===== src/rtl/logic_sched_pkg.sv =====
// Shared types and constants for the two-requester logic unit scheduler.
package logic_sched_pkg;

  localparam int unsigned NUM_REQ = 2;
  localparam int unsigned OP_W    = 2;

  typedef enum logic [OP_W-1:0] {
    AND   = 2'b00,
    OR    = 2'b01,
    XOR   = 2'b10,
    NOT_A = 2'b11
  } op_e;

  typedef enum logic [1:0] {
    IDLE = 2'b00,
    EXEC = 2'b01,
    RESP = 2'b10
  } state_e;

endpackage


===== src/rtl/logic_unit.sv =====
// Combinational N-bit bitwise unit; NOT_A ignores b.
module logic_unit
  import logic_sched_pkg::*;
#(
  parameter int unsigned N = 6
) (
  input  logic [N-1:0] a,
  input  logic [N-1:0] b,
  input  op_e          op,
  output logic [N-1:0] result
);

  always_comb begin
    result = '0;
    unique case (op)
      AND:   result = a & b;
      OR:    result = a | b;
      XOR:   result = a ^ b;
      NOT_A: result = ~a;
    endcase
  end

endmodule


===== src/rtl/logic_unit_scheduler.sv =====
// Round-robin scheduler sharing one logic_unit between two requesters,
// returning a registered, ID-tagged result through a valid/ready handshake.
module logic_unit_scheduler
  import logic_sched_pkg::*;
#(
  parameter int unsigned N = 6
) (
  input  logic                            clk,
  input  logic                            rst,
  input  logic [NUM_REQ-1:0]              req_valid,
  input  logic [NUM_REQ-1:0][OP_W-1:0]    req_op,
  input  logic [NUM_REQ-1:0][N-1:0]       req_a,
  input  logic [NUM_REQ-1:0][N-1:0]       req_b,
  output logic [NUM_REQ-1:0]              req_ready,
  output logic                            rsp_valid,
  input  logic                            rsp_ready,
  output logic                            rsp_id,
  output logic [N-1:0]                    rsp_result,
  output logic                            rsp_zero,
  output logic                            busy
);

  state_e       state;
  logic         last_grant;
  op_e          lat_op;
  logic [N-1:0] lat_a;
  logic [N-1:0] lat_b;
  logic         lat_id;
  logic [N-1:0] lu_result;
  logic         any_req;
  logic         winner;

  // Arbiter: a lone requester wins; on contention the one not served last wins.
  always_comb begin
    any_req   = |req_valid;
    winner    = req_valid[1];
    if (&req_valid) winner = ~last_grant;
    req_ready = '0;
    if ((state == IDLE) && !rst && any_req) req_ready[winner] = 1'b1;
  end

  logic_unit #(.N(N)) u_logic_unit (
    .a      (lat_a),
    .b      (lat_b),
    .op     (lat_op),
    .result (lu_result)
  );

  always_ff @(posedge clk or posedge rst) begin
    if (rst) begin
      state      <= IDLE;
      last_grant <= 1'b1;
      lat_op     <= AND;
      lat_a      <= '0;
      lat_b      <= '0;
      lat_id     <= 1'b0;
      rsp_valid  <= 1'b0;
      rsp_id     <= 1'b0;
      rsp_result <= '0;
      rsp_zero   <= 1'b0;
      busy       <= 1'b0;
    end else begin
      unique case (state)
        IDLE: begin
          if (any_req) begin
            lat_op <= op_e'(req_op[winner]);
            lat_a  <= req_a[winner];
            lat_b  <= req_b[winner];
            lat_id <= winner;
            busy   <= 1'b1;
            state  <= EXEC;
          end
        end
        EXEC: begin
          rsp_result <= lu_result;
          rsp_zero   <= (lu_result == '0);
          rsp_id     <= lat_id;
          rsp_valid  <= 1'b1;
          state      <= RESP;
        end
        RESP: begin
          // Response stays frozen until the consumer takes it.
          if (rsp_ready) begin
            rsp_valid  <= 1'b0;
            last_grant <= rsp_id;
            busy       <= 1'b0;
            state      <= IDLE;
          end
        end
        default: begin
          rsp_valid <= 1'b0;
          busy      <= 1'b0;
          state     <= IDLE;
        end
      endcase
    end
  end

endmodule


===== config.mk =====
export PLATFORM = sky130hd
export DESIGN_NAME = logic_unit_scheduler
export DESIGN_NICKNAME = d
export VERILOG_FILES = /design/src/rtl/logic_sched_pkg.sv /design/src/rtl/logic_unit.sv /design/src/rtl/logic_unit_scheduler.sv
export SDC_FILE = /design/constraint.sdc
export NUM_CORES = 1
export LEC_CHECK = 0
export ABC_AREA = 1
export BUFFER_PORTS_ARGS = -buffer_cell sky130_fd_sc_hd__buf_2
export CORE_ASPECT_RATIO = 0.7
export CORE_UTILIZATION = 25
export DETAILED_ROUTE_END_ITERATION = 16
export SYNTH_ARGS = -nofsm -noshare
export SYNTH_HDL_FRONTEND = slang
export SYNTH_SLANG_ARGS = --single-unit

===== constraint.sdc =====
create_clock -name clk -period 1.16 [get_ports clk]
set_input_delay 0.116 -clock clk [delete_from_list [all_inputs] [get_ports clk]]
set_output_delay 0.116 -clock clk [all_outputs]
set_load 0.01 [all_outputs]

* Word-level counts from Yosys, hierarchy flattened
Cells that the tools add are included.
Widths: inputs -> output; s select.
** Word-level totals
- Memories kept :: 0
- Flip-flop bits (word level) :: 28
- Memory bits (writable) :: 0
- Output and inout bits :: 12
- Input port bits :: 33
- Latch bits :: 0
- Logic and storage cells :: 59
- Memory bits (read-only) :: 0
** Operators by class
- Bitwise logic cells :: 7
- $add $sub $neg :: 0
- Shifts and indexed selects :: 0
- Reductions and logical operators :: 14
- Muxes and demuxes :: 18
- Order comparisons :: 2
- Divide/modulo/power cells :: 0
- Eq/ne operators :: 7
- $mul :: 0
** Operator list (count)
- $mux 6 :: 4
- $pmux 6 s4 :: 1
- $mux 2 :: 5
- $reduce_and 2->1 :: 5
- $and 6x6->6 :: 1
- $eq 2x2->1 const B :: 3
- $logic_not 6->1 :: 1
- $not 6->6 :: 1
- $or 6x6->6 :: 1
- $pmux 1 s3 :: 2
- $pmux 2 s3 :: 1
- $xor 6x6->6 :: 1
- $eq 2x1->1 const B :: 2
- $logic_not 2->1 :: 2
- $mux 1 :: 4
- $ne 2x2->1 const B :: 2
- $logic_and 1x1->1 :: 3
- $not 1->1 :: 3
- $reduce_and 3->1 :: 1
- $lt 1x2->1 const B :: 1
- $reduce_or 2->1 :: 1
- $demux 1 s1 :: 1
- $ge 1x1->1 const B :: 1
- $logic_not 1->1 :: 1

* Depth between registers and ports, before layout
Gate-level depths: netlist (run 1).
- Depth after elaboration :: 7
- Depth in mapped cells :: 10
- Depth with buffers taken out :: 10

* Modules after synthesis
A second synthesis (run 1) with hierarchy kept.
** Second synthesis, totals
- Cells, all modules :: 240
- Area total of the unflattened synthesis :: 1814.2 sq um
** Modules (own cells, without submodules)
- logic_unit_scheduler :: sequential area each 701.9 sq um, cells each 175, instances 1, area an instance 1418.9 sq um
- logic_unit :: sequential area each 0.0 sq um, cells each 65, instances 1, area an instance 395.4 sq um

* Least setup slack after synthesis (run 1)
OpenSTA, ideal clock, no wires.
- Path kind :: flip-flop to flip-flop
- Start point :: register lat_a[3]
- End point :: register rsp_zero
- Buffers on the path :: 0
- Arrival :: 1138 ps
- Stages on the path, launching flop included :: 10
- Setup time :: 65 ps
- Slack :: -44 ps
- Period minus slack after synthesis :: 1204 ps
- Cell sequence :: dfrtp_1 inv_1 ha_1 nand3_1 nand3_1 nor2_1 nand2_1 nor2_1 nand2_1 nand2_1
** Between the ends
- Cells in the longest elaborated chain, start to end :: 3
** Ends and longest elaborated chain
- from (decl) :: line logic_unit_scheduler.sv:26 : logic [N-1:0] lat_a;
- from (signal assigned) :: line logic_unit_scheduler.sv:67 : lat_a <= req_a[winner];
- $xor 6x6->6, or another cell as far along :: line logic_unit.sv:18 : XOR: result = a ^ b;
- $pmux 6 s4 * :: line logic_unit.sv:15 : unique case (op)
- $logic_not 6->1 * :: line logic_unit_scheduler.sv:76 : rsp_zero <= (lu_result == '0);
- to (signal assigned) :: line logic_unit_scheduler.sv:76
- to (decl) :: line logic_unit_scheduler.sv:19 : output logic rsp_zero,
Every way passes the cells marked *; elsewhere a longest branch is shown, timed or not.
A chain may end at the register's enable or synchronous reset.

* Worst setup path after layout (run 1)
- Start point :: register last_grant
- End point :: output port req_ready[1]
** Between the ends
- Cells in the longest elaborated chain, start to end :: 7
** Ends and longest elaborated chain
- from (decl) :: line logic_unit_scheduler.sv:24 : logic last_grant;
- from (signal assigned) :: line logic_unit_scheduler.sv:85 : last_grant <= rsp_id;
- $not 1->1 * :: line logic_unit_scheduler.sv:37 : if (&req_valid) winner = ~last_grant;
- $mux 1 * :: line logic_unit_scheduler.sv:37
- $lt 1x2->1 (implied by the code) / $ge 1x1->1 (equally long branches) :: line logic_unit_scheduler.sv:39 : if ((state == IDLE) && !rst && any_req) req_ready[winner] = 1'b1;
- $logic_and 1x1->1 (implied by the code) :: line logic_unit_scheduler.sv:39
- $mux 1 (implied by the code) :: line logic_unit_scheduler.sv:39
- $demux 1 s1 * :: line logic_unit_scheduler.sv:39
- $mux 2 * :: line logic_unit_scheduler.sv:39
- to (decl) :: line logic_unit_scheduler.sv:14 : output logic [NUM_REQ-1:0] req_ready,
Marks and branches as above.

==> qor.txt, run 1 <==
DR WL/cell = 13.0 um
nature of the critical path endpoint = primary output
Buf/Inv on CP = 2
pre-CTS WS = -0.132 ns
Die X = 97.4 um
critical path's slowest cell = dfstp_2
first-pass GRT wire length = 7.93 mm
H-tree depth = 1
antenna viol nets, final = 0
Pint = 4.74 mW
vias in the first global route = 1644
power share of the clock group = 9.8%
GRT Util Overall = 15.0%
Flop pwr share = 23.0%
violated checks = setup timing
Critical Setup Path Class = reg -> out
Unique masters post-synth = 26
Placer Congestion = 0.838
DR iter-0 viols = 65
logic depth of the worst register-to-register path = 8
port bufs = 44
period utilization = 118%
DRT Pass-1 Iters = 4
Hold Crit Start = req_b[7]
Sink Count = 28
largest net degree at the start of global routing = 20
sequential fraction of the synthesis area = 44.0%
Hold Crit Class = in -> reg
Post-Route Utilization = 46.6%
f_max = 732 MHz
worst vdd ir = 1280 uV
initial antenna violation count = 0
max-cap viol count = 0
final hold violations = 0
outcome = finished with violations
Switching Share = 40.9%
number of synthesized flops with an enable pin = 0
cell at the root of the clock tree = clkbuf_8
Worst path top cell family by delay = flip-flops
Critical Path RT = 1.04 ns
P_leak = 1.37 nW
ant diodes = 0
Hold WS = 0.0574 ns
core area = 5930 um^2
PD cells = 2900 nW/um^2
vias per inst = 4.41
Area Growth Syn to Fin = 73.5%
Worst-Margin Slew = 0.438 ns
fraction of layout cells with a size suffix above 1 = 62.0%
unrepaired setup endpoints after global routing = true
NumNets Final = 338
area post-placement = 2120 um^2
max incr delay on CP = 0.55 ns
PnR Total Power = 8.02 mW
via count = 1620
Most used DFF post-synth = dfrtp_1
clock-pin slew on the worst setup and hold paths = 0.10 ns
relative slew slack = 70.7%
clk_skew = 0.00403 ns
Slew Viols, Final = 0
cells after synthesis = 194
critical path arrival = 1.25 ns
DR DRC count = 0
Initial Util = 26.9%
TNS Setup = -2.81 ns
DP HPWL = 3.11 mm
flop2flop setup slack = -0.17 ns
Critical Path Fanout Max = 3
Post-Layout Cell Count = 367
fin worst setup slack = -0.206 ns
Async SR Flop Fraction = 100%
Die H = 68.8 um
hold depth = 3
crit-path cells = nand2_2 > nand2_4 > inv_2 > nand2_4 > nor2_2 > buf_2
#FFs+latches synth = 28
Rows = 23
Yosys warnings = 0
Worst path most repeated cell = nand2_4
Worst Hold End = lat_b[1]$_DFFE_PP0P_
Final Cell Area = 2770 um^2
Sw Pwr = 3.28 mW
r2r startpoint = state[1]$_DFFE_PP0P_
Num CTS Buffers = 3
post-synth net total = 239
FF-to-FF End = busy$_DFFE_PP0P_
TritonCTS clock tree = done
total grt overflow = 0
Final Setup Violations = 23
Avg Cell Area, Syn = 8.22 um^2
worst skew pair latency = 0.28 ns
fin crit period = 1.37 ns
Worst setup SP type = flop
Post-Syn Area = 1590 um^2
dpl cells = 339
CTS Buffer Depth = 2
combinational share of power = 67.2%
drt total wl = 4.79 mm
Ports = 45
Die Area = 6700 um^2
==> worst reg2reg max path: stages (launching register included) <==
cell and delay (ns):
dfrtp_1 0.38, inv_2 0.06, nand2_4 0.08, nor2_4 0.04
buf_4 0.14, buf_6 0.13, buf_6 0.11, buf_6 0.12
o21bai_4 0.16
==> routing by layer <==
layer	vias up	track usage, %	wire length [um]
met5	-	0	0
met1	754	18.4	2220
li1	825	-	-
met2	39	28.8	2370
met4	0	1.10	8
met3	2	3.23	196
==> synth_stat cells, drive strengths merged, types with 2 or more instances <==
library cell	number	area, um^2
nor2	39	164
nand3	14	70.1
nand2	26	105
dfrtp	27	676
nand4	2	18.8
buf	5	38.8
a21oi	2	10.0
inv	29	109
nand3b	5	37.5
o21ai	12	60.1
ha	12	150
o22ai	14	87.6
==> state kept, by name, indices dropped and copies added, names as in the netlist <==
name / flops
lat_a: 6
state: 2
lat_b: 6
lat_op: 2
last_grant: 1
rsp_result: 6
lat_id: 1
rsp_id: 1
busy: 1
rsp_valid: 1
rsp_zero: 1
==> power by group through the flow <==
stage	Sequential (mW)	Clock, mW	Combinational (mW)
after floorplan	1.83	0	1.93
after CTS	1.83	0.800	4.72
after detailed placement	1.82	0	3.30
after global placement	1.78	0	3.29
final	1.85	0.785	5.39
after global routing	1.91	0.846	5.89
==> layout make-up <==
| type | count | area, um^2 |
|---|---|---|
| inverter | 29 | 111 |
| timing repair buffer | 100 | 754 |
| clock buffer | 3 | 41.3 |
| multi-input combinational | 131 | 1030 |
| sequential | 28 | 704 |
| clock inverter | 1 | 30.0 |
| tap | 75 | 93.8 |
| fill | 552 | 3160 |
==> how the worst max path moves through the flow <==
stage	startpoint	to	slack, ns	cells after the start
global placement	lat_a[3]$_DFFE_PP0P_	rsp_zero$_DFFE_PP0P_	-0.13	9
global route	state[1]$_DFFE_PP0P_	req_ready[0]	-0.29	6
finish	last_grant$_DFFE_PP1P_	req_ready[1]	-0.21	6
floorplan	lat_b[0]$_DFFE_PP0P_	rsp_zero$_DFFE_PP0P_	-0.03	9
detailed placement	lat_op[0]$_DFFE_PP0P_	rsp_zero$_DFFE_PP0P_	-0.13	8
CTS	last_grant$_DFFE_PP1P_	req_ready[1]	-0.22	6
==> cells in the final DEF (no fill, tap or decap), types with 2 or more instances in the layout <==
cell | Yosys | final
inv_1 | 26 | 11
nor2_1 | 36 | 25
buf_6 | 1 | 19
ha_1 | 12 | 3
inv_2 | 3 | 17
nand2_4 | 0 | 5
buf_2 | 1 | 44
nor2_2 | 1 | 9
nand2_1 | 23 | 19
o22ai_1 | 14 | 7
o22ai_2 | 0 | 7
ha_2 | 0 | 4
nand3b_1 | 5 | 5
ha_4 | 0 | 5
dfrtp_2 | 0 | 2
clkbuf_8 | 0 | 3
nor2_4 | 2 | 5
dfrtp_1 | 27 | 25
nand3_1 | 14 | 5
o21ai_2 | 0 | 5
nand2_2 | 3 | 2
nand3_2 | 0 | 9
buf_4 | 3 | 33
o21ai_1 | 0 | 7
==> cells by family (layout without fill, tap and decap cells) <==
logic type	after synthesis	after routing	share of synthesized area, %
adders and majority gates	12	12	9.42
DFF	28	28	44.0
buffers and inverters	35	133	9.50
AOI/OAI and AO/OA	30	30	10.8
and+or+nand+nor	88	88	25.5
muxes	1	1	0.706
==> repair_timing <==
action	in CTS	in global routing
hold buffers	1	0
buffers inserted	20	6
endpoints found under the hold margin	8	0
pin swaps	28	23
gates cloned	2	0
endpoints found under the setup margin	23	29
resized for setup	79	33
Power figures use the tool's default switching activity.
==> run 2: changes to the inputs <==
--- a/config.mk
+++ b/config.mk
@@ -10,6 +10,7 @@
 export CORE_ASPECT_RATIO = 0.7
 export CORE_UTILIZATION = 25
 export DETAILED_ROUTE_END_ITERATION = 16
+export RECOVER_POWER = 100
 export SYNTH_ARGS = -nofsm -noshare
 export SYNTH_HDL_FRONTEND = slang
 export SYNTH_SLANG_ARGS = --single-unit
==> constraint.sdc (replaced) <==
create_clock -name clk -period 1.3 [get_ports clk]
set_input_delay 0.13 -clock clk [delete_from_list [all_inputs] [get_ports clk]]
set_output_delay 0.13 -clock clk [all_outputs]
set_load 0.01 [all_outputs]
==> qor.txt, run 2 (same netlist as run 1, synthesis figures left out) <==
Worst setup SP type = flop
met1 Use GR = 18.1% (-0.27 points)
GRT Util Overall = 13.3% (-1.7 points)
fin worst setup slack = -0.0875 ns (+0.119 ns)
Critical Setup Path Class = reg -> out
Final Setup Violations = 4 (-83%)
DR WL/cell = 12.9 um (-1.3%)
met2 usage = 21.7% (-7.2 points)
most common cell after layout, fill and taps aside = buf_2
met3 usage = 3.53% (+0.30 points)
Critical Path Fanout Max = 3 (unchanged)
fraction of layout cells with a size suffix above 1 = 45.4% (-17 points)
Slew Viols, Final = 0 (unchanged)
Ports = 45 (unchanged)
max-cap viol count = 0 (unchanged)
relative slew slack = 53.6% (-17 points)
DR DRC count = 0 (unchanged)
Num CTS Buffers = 3 (unchanged)
Sink Count = 28 (unchanged)
total grt overflow = 0 (unchanged)
Die Area = 6700 um^2 (unchanged)
outcome = finished with violations
Rows = 23 (unchanged)
fin crit period = 1.39 ns
vias in the first global route = 1469 (-11%)
r2r startpoint = state[1]$_DFFE_PP0P_
initial antenna violation count = 0 (unchanged)
critical path arrival = 1.26 ns (about the same)
Hold Crit Class = in -> reg
period utilization = 107%
antenna viol nets, final = 0 (unchanged)
TritonCTS clock tree = done
worst skew pair latency = 0.28 ns (about the same)
PD cells = 2560 nW/um^2 (-12%)
clock-pin slew on the worst setup and hold paths = 0.10 ns (about the same)
CP startpoint = last_grant$_DFFE_PP1P_
flop2flop setup slack = 0 ns (+0.17 ns)
FF-to-FF End = lat_op[0]$_DFFE_PP0P_
CTS Buffer Depth = 2 (unchanged)
largest net degree at the start of global routing = 29 (+45%)
drt total wl = 4.48 mm (-6.4%)
logic depth of the worst register-to-register path = 8 (unchanged)
DP HPWL = 3.05 mm (-1.9%)
Worst-Margin Slew = 0.697 ns (+0.258 ns)
DR iter-0 viols = 63 (-3.1%)
Die H = 68.8 um (unchanged)
first-pass GRT wire length = 7.04 mm (-11%)
CP endpoint = req_ready[1]
Critical Path RT = 1.17 ns (+0.13 ns)
final hold violations = 0 (unchanged)
Die X = 97.4 um (unchanged)
port bufs = 44 (unchanged)
worst vdd ir = 1100 uV (-15%)
Area Growth Syn to Fin = 51.3%
clk_skew = 0.00238 ns (-0.00164 ns)
Initial Util = 26.9% (unchanged)
unrepaired setup endpoints after global routing = true
fill count = 612 (+11%)
pre-CTS WS = -0.0561 ns (+0.0758 ns)
via count = 1549 (-4.4%)
Placer Congestion = 0.741 (-12%)
cell at the root of the clock tree = clkbuf_8
ant diodes = 0 (unchanged)
vias per inst = 4.45 (+0.84%)
Hold Crit Start = req_b[8]
commonest cells after routing, fill and taps aside = 34 x buf_2, 29 x nor2_1, 25 x dfrtp_1, 25 x buf_4, 19 x nand2_1
P_leak = 1.19 nW (-13%)
DRT Pass-1 Iters = 4 (unchanged)
nature of the critical path endpoint = primary output
PnR Total Power = 6.17 mW (-23%)
Top Usage Layer GRT = met2
Largest regs = lat_a: 6 flops, lat_b: 6 flops, rsp_result: 6 flops
f_max = 721 MHz
core area = 5930 um^2 (unchanged)
NumNets Final = 319 (-5.6%)
violated checks = setup timing
H-tree depth = 1 (unchanged)
-- run 2: final cells by class --
cell class | count | area (um^2) | area share [%]
multi-input combinational | 131 | 926 | 38.4
sequential | 28 | 704 | 29.2
timing repair buffer | 81 | 505 | 21.0
inverter | 29 | 111 | 4.62
tap | 75 | 93.8 | 3.89
clock buffer | 3 | 41.3 | 1.71
clock inverter | 1 | 30.0 | 1.24
-- run 2: routing by layer --
layer	share of wire, %	routed length (um)	vias up
li1	-	-	789
met1	48	2170	711
met2	46	2040	43
met3	5.1	230	6
met4	0.83	37	0
met5	0	0	-
-- run 2: through the flow --
step | setup TNS, ns | utilization [%] | hold WS, ns | cell area, um^2 | instances
floorplan | 0 | - | 0.195 | 1590 | 194
finish | -0.166 | 40.7 | 0.0739 | 2410 | 348
CTS | -0.223 | 37.6 | 0.0746 | 2230 | 342
global placement | -0.0358 | 34.3 | 0.236 | 2030 | 329
detailed placement | -0.187 | 34.3 | 0.236 | 2030 | 329
global route | -0.877 | 40.7 | 0.0811 | 2410 | 348
-- run 2: worst min-delay path by stage --
stage | endpoint | slack, ns | cells after the start
6_report | lat_b[2]$_DFFE_PP0P_ | 0.07 | 3
5_1_grt | lat_b[0]$_DFFE_PP0P_ | 0.08 | 3
4_1_cts | lat_b[0]$_DFFE_PP0P_ | 0.07 | 3
3_5_place_dp | lat_b[2]$_DFFE_PP0P_ | 0.24 | 3
3_3_place_gp | lat_b[2]$_DFFE_PP0P_ | 0.24 | 3
2_1_floorplan | busy$_DFFE_PP0P_ | 0.19 | 1
-- run 2: worst max-delay path: stages, from the launching register on --
cell	delay [ns]
dfstp_2	0.55
nand2_2	0.06
nand2_4	0.09
inv_4	0.04
nand2_4	0.06
nor2_1	0.04
buf_2	0.13
-- run 2: power breakdown --
part / leakage (nW) / switching, mW / internal, mW
Clock: 0.0357 / 0.296 / 0.413
Combinational: 0.829 / 2.03 / 1.80
Sequential: 0.331 / 0.315 / 1.32
Total: 1.19 / 2.64 / 3.53
-- run 2: repair_timing --
item                                    in CTS  in global routing
hold endpoints to repair                    27                  0
setup buffers                                8                  7
gates resized for setup                     23                 41
pin swaps                                   16                 15
endpoints found under the setup margin      12                 22
hold buffers                                 1                  0
